File: src/rtl/tia_hsync_sequencer.sv
// TIA horizontal timing: two-phase clock divider, 57-count line counter and per-line event decode.
// Optional macro TIA_HSEQ_WSYNC_EN builds the WSYNC/rdy logic; otherwise rdy is tied high.
module tia_hsync_sequencer (
    input  logic       clk,
    input  logic       r,
    input  logic       rsync,
    input  logic       hmove,
    input  logic       wsync,
    output logic       hphi1,
    output logic       hphi2,
    output logic [5:0] hpos,
    output logic       hsync,
    output logic       hblank,
    output logic       center,
    output logic       line_end,
    output logic       rdy
);

    logic [1:0] r_ph;
    logic [5:0] r_hpos;
    logic       r_hsync;
    logic       r_hblank;
    logic       r_hm_latch;
    logic       r_hm_ext;

    logic       w_adv;
    logic [5:0] w_hpos_next;

    // Counter advances once per phase cycle; RSYNC pre-empts every normal update.
    assign w_adv       = (r_ph == 2'd3) && !rsync;
    assign w_hpos_next = (r_hpos >= 6'd56) ? 6'd0 : r_hpos + 6'd1;

    always_ff @(posedge clk) begin
        if (r) begin
            r_ph       <= 2'd0;
            r_hpos     <= 6'd0;
            r_hsync    <= 1'b0;
            r_hblank   <= 1'b1;
            r_hm_latch <= 1'b0;
            r_hm_ext   <= 1'b0;
        end else begin
            r_ph <= rsync ? 2'd0 : r_ph + 2'd1;

            if (rsync) begin
                r_hpos   <= 6'd0;
                r_hblank <= 1'b1;
                r_hsync  <= 1'b0;
            end else if (w_adv) begin
                r_hpos <= w_hpos_next;
                case (w_hpos_next)
                    6'd0:  r_hblank <= 1'b1;
                    6'd4:  r_hsync  <= 1'b1;
                    6'd8:  r_hsync  <= 1'b0;
                    6'd16: if (!r_hm_latch) r_hblank <= 1'b0;
                    6'd18: if (r_hm_ext) r_hblank <= 1'b0;
                    default: ;
                endcase
            end

            // The latch is only looked at on entry to 16; r_hm_ext remembers that decision until 18.
            if (w_adv && (w_hpos_next == 6'd16)) begin
                r_hm_ext <= r_hm_latch;
            end

            if (hmove) begin
                r_hm_latch <= 1'b1;
            end else if (w_adv && (w_hpos_next == 6'd18) && r_hm_ext) begin
                r_hm_latch <= 1'b0;
            end
        end
    end

`ifdef TIA_HSEQ_WSYNC_EN
    logic r_rdy;
    logic w_enter0;

    assign w_enter0 = rsync || (w_adv && (w_hpos_next == 6'd0));

    // A strobe on the line-start edge wins, so the CPU waits out the whole next line.
    always_ff @(posedge clk) begin
        if (r) begin
            r_rdy <= 1'b1;
        end else if (wsync) begin
            r_rdy <= 1'b0;
        end else if (w_enter0) begin
            r_rdy <= 1'b1;
        end
    end

    assign rdy = r_rdy;
`else
    logic w_unused_wsync;

    assign w_unused_wsync = wsync;
    assign rdy            = 1'b1;
`endif

    assign hphi1    = (r_ph == 2'd1);
    assign hphi2    = (r_ph == 2'd3);
    assign hpos     = r_hpos;
    assign hsync    = r_hsync;
    assign hblank   = r_hblank;
    assign center   = (r_hpos == 6'd36) && (r_ph == 2'd0);
    assign line_end = (r_hpos == 6'd56) && (r_ph == 2'd3);

endmodule

File: config.mk
export PLATFORM = sky130hd
export DESIGN_NAME = tia_hsync_sequencer
export DESIGN_NICKNAME = d
export VERILOG_FILES = /design/src/rtl/tia_hsync_sequencer.sv
export SDC_FILE = /design/constraint.sdc
export NUM_CORES = 1
export LEC_CHECK = 0
export ABC_AREA = 0
export CAP_MARGIN = 20
export CORE_ASPECT_RATIO = 1.2
export CORE_MARGIN = 5
export CORE_UTILIZATION = 45
export CTS_CLUSTER_DIAMETER = 60
export DETAILED_ROUTE_END_ITERATION = 8
export PLACE_DENSITY = 0.72
export SLEW_MARGIN = 40
export SYNTH_ARGS = -nofsm -noshare
export SYNTH_HDL_FRONTEND = slang
export SYNTH_SLANG_ARGS = --single-unit
File: constraint.sdc
create_clock -name clk -period 5.4 [get_ports clk]
set_input_delay 1.62 -clock clk [delete_from_list [all_inputs] [get_ports clk]]
set_output_delay 1.62 -clock clk [all_outputs]
set_load 0.02 [all_outputs]
==> results.md <==
* Setup crit start kind: flop
* Area contributors post-synth: dfxtp_1, ha_1, a21oi_1, nand2_1, nand2b_1
* CP bufs+invs at 1
* Critical path type: flop to primary output
* Placed inst area at a little under 1000 um^2
* Mapped Avg Cell Area at approximately 7.5 um^2
* Layout net count at roughly 130
* Final Hold Viols at 0
* Post-CTS Setup Inserts at 0
* Core area at 1810 um^2
* DIE AREA at approximately 2800 um^2
* Post-synth top area share at around 28%
* Place WS at 1.80 ns
* Non-filler cells, final at 142
* TritonCTS Buffers at 3
* Number of synthesized register bits at 12
* Root buffer cell: clkbuf_4
* Top post-synthesis cells by count: dfxtp_1, nand2_1, a21oi_1
* Count leader, synth: dfxtp_1
* Maximum root-to-sink buffer count at 2
* Cell family contributing the most delay on the critical path: flip-flops
* Global Route Usage Sum at ~15%
* Final Cell Area at 1020 um^2
* Drt pass-1 iters at 4
* IO Count at 18
* FP Rows at 17
* WHS at around 0.48 ns
* Tmin final at 3.85 ns
* Die Wd at 49.5 um
* Layout cells sized above 1 at a little under 9%
* Worst-path maximum fanout at 18
* GP Congestion at 0.805
* Area leader, netlist: dfxtp_1
* Syn Nets at 122
* Power per cell area at about 170 nW/um^2
* Worst clock skew at 0.00332 ns
* HP Class: flop to flop
* Starting density of the core at 46.6%
* Setup crit end kind: primary output
* Fill count at 173
* Vias in the first global route at slightly above 800
* Post-CTS Hold Buffers at 0
* CTS tree: yes
* Worst-path clk slew at 0.08 ns
* # clock sinks at 12
* Crit-path slowest cell: dfxtp_1
* Area grow syn2layout at 20.8%
* Data required time at the worst endpoint at 3.78 ns
* EDFF count, synth at 0
* Antenna cell count at 0
* Port Buf Inserts at 15
* Final Cycle Share at approximately 71%
* H-Tree Depth at 1
* Initial antenna violation count at 0
* Routed WL at 2.02 mm
* RSZ-0062 raised after global routing: no
* Overflow after GRT at 0
* P_leak at 0.343 nW
* Routed wire per std cell at 14.2 um
* Max-slew headroom at about three fifths
* DR iter-0 viols at 17
* Final Util at 56.3%
* DRC Markers at 0
* Pin count of the biggest net entering global routing at 19
* Syn Inst Count at around 110
* VDD IR-drop max at 0.000111 V
* Unique cell type count in the Yosys netlist at 39
* Final setup violating endpoints at 0
* Total Power at 0.177 mW
* Seq/Total Area, Yosys at 28.5%
* CP max stage delay at 0.70 ns
* CTS-repair resized insts at 0
* Synthesis Warnings at 0
* Outcome: completed
* Slew @ Worst Pin at roughly 0.59 ns
* Placed cell count at 138
* Async S/R FF share, synth at 0%
* Via/cell ratio at 6.07
* Max Freq at between 0.2 and 0.3 GHz
* Setup TNS at 0 ns
* PnR worst setup slack at about 1.5 ns
* Top_reg_cell synth: dfxtp_1
* Via count at 862
* Antenna viol nets, final at 0
* Final Max Slew Viols at 0
* First-pass GRT wire length at approximately 3.5 mm
* CP Cell Sequence: nand3_1, nor3_1, clkdlybuf4s50_1
* Critical Path AT at 2.23 ns
* Mapped Area at 843 um^2
* Max Cap Violations at 0
* Die Y at 57.4 um
* Clk_lat worst skew at 0.28 ns
* Final HPWL DP at ~1.4 mm
## worst reg2reg max path, delay by kind of cell, from the launching register on
kind	cells	cell delay, ns
AO/OA/AOI/OAI	4	0.97
adder cells (fa/ha/maj)	1	0.40
buffers and inverters	1	0.13
flip-flops	1	0.48
AND/OR/NAND/NOR	1	0.31
## cell families (layout without fill, tap and decap cells)
group,after synthesis,in the layout,share of synthesized area [%]
other,1,1,0.445
AOI/OAI and AO/OA,29,29,22.6
adders and majority gates,5,5,7.42
DFF,12,12,28.5
and+or+nand+nor,46,46,29.2
xor gates and xnor gates,2,2,2.08
muxes,2,2,2.52
buffers and inverters,15,26,7.27
## cell type report
cell class / instances / area, um^2 / area share, %
clock buffers: 4 / 36.3 / 3.56
well taps: 19 / 23.8 / 2.33
repair buffers: 15 / 150 / 14.7
multi-input cells: 85 / 542 / 53.2
inverters: 7 / 26.3 / 2.58
flip-flops and latches: 12 / 240 / 23.6
## power by group
group | internal, mW | switching (mW)
Sequential | 0.0897 | 0.00112
Clock | 0.0411 | 0.0342
Combinational | 0.00510 | 0.00556
Total | 0.136 | 0.0409
## state kept, by name, summed over array words and instances (netlist names)
register and count:
hblank 1, hpos 6, hsync 1, r_hm_ext 1
r_hm_latch 1, r_ph 2
## placed cells by master, fill, tap and decap left out, types with 3 or more instances in the layout
cell,netlist,final
a21oi_1,8,8
a31oi_1,4,4
clkbuf_4,0,3
clkdlybuf4s50_1,0,15
dfxtp_1,12,12
ha_1,5,5
inv_1,7,7
nand2_1,10,10
nand2b_1,5,5
nand3_1,4,4
nor2_1,7,7
nor3_1,5,5
o21ai_0,4,4
or2_2,3,3
## path summary, 6_finish.rpt
check	start	end	slack, ns	cells past startpoint
setup reg to reg	hpos[0]	hblank	3.02	7
hold / removal	r_ph[0]	r_ph[0]	0.48	1
setup / recovery	hpos[3]	line_end	1.55	3
hold reg to reg	r_ph[0]	r_ph[0]	0.48	1
## layer usage
layer / share of wire (%) / GRT usage [%] / vias up
li1: - / - / 418
met1: 45 / 19.3 / 398
met2: 46 / 22.5 / 39
met3: 6.2 / 2.87 / 7
met4: 2.7 / 8.99 / 0
met5: 0 / 0 / -
Power figures use the tool's default switching activity.
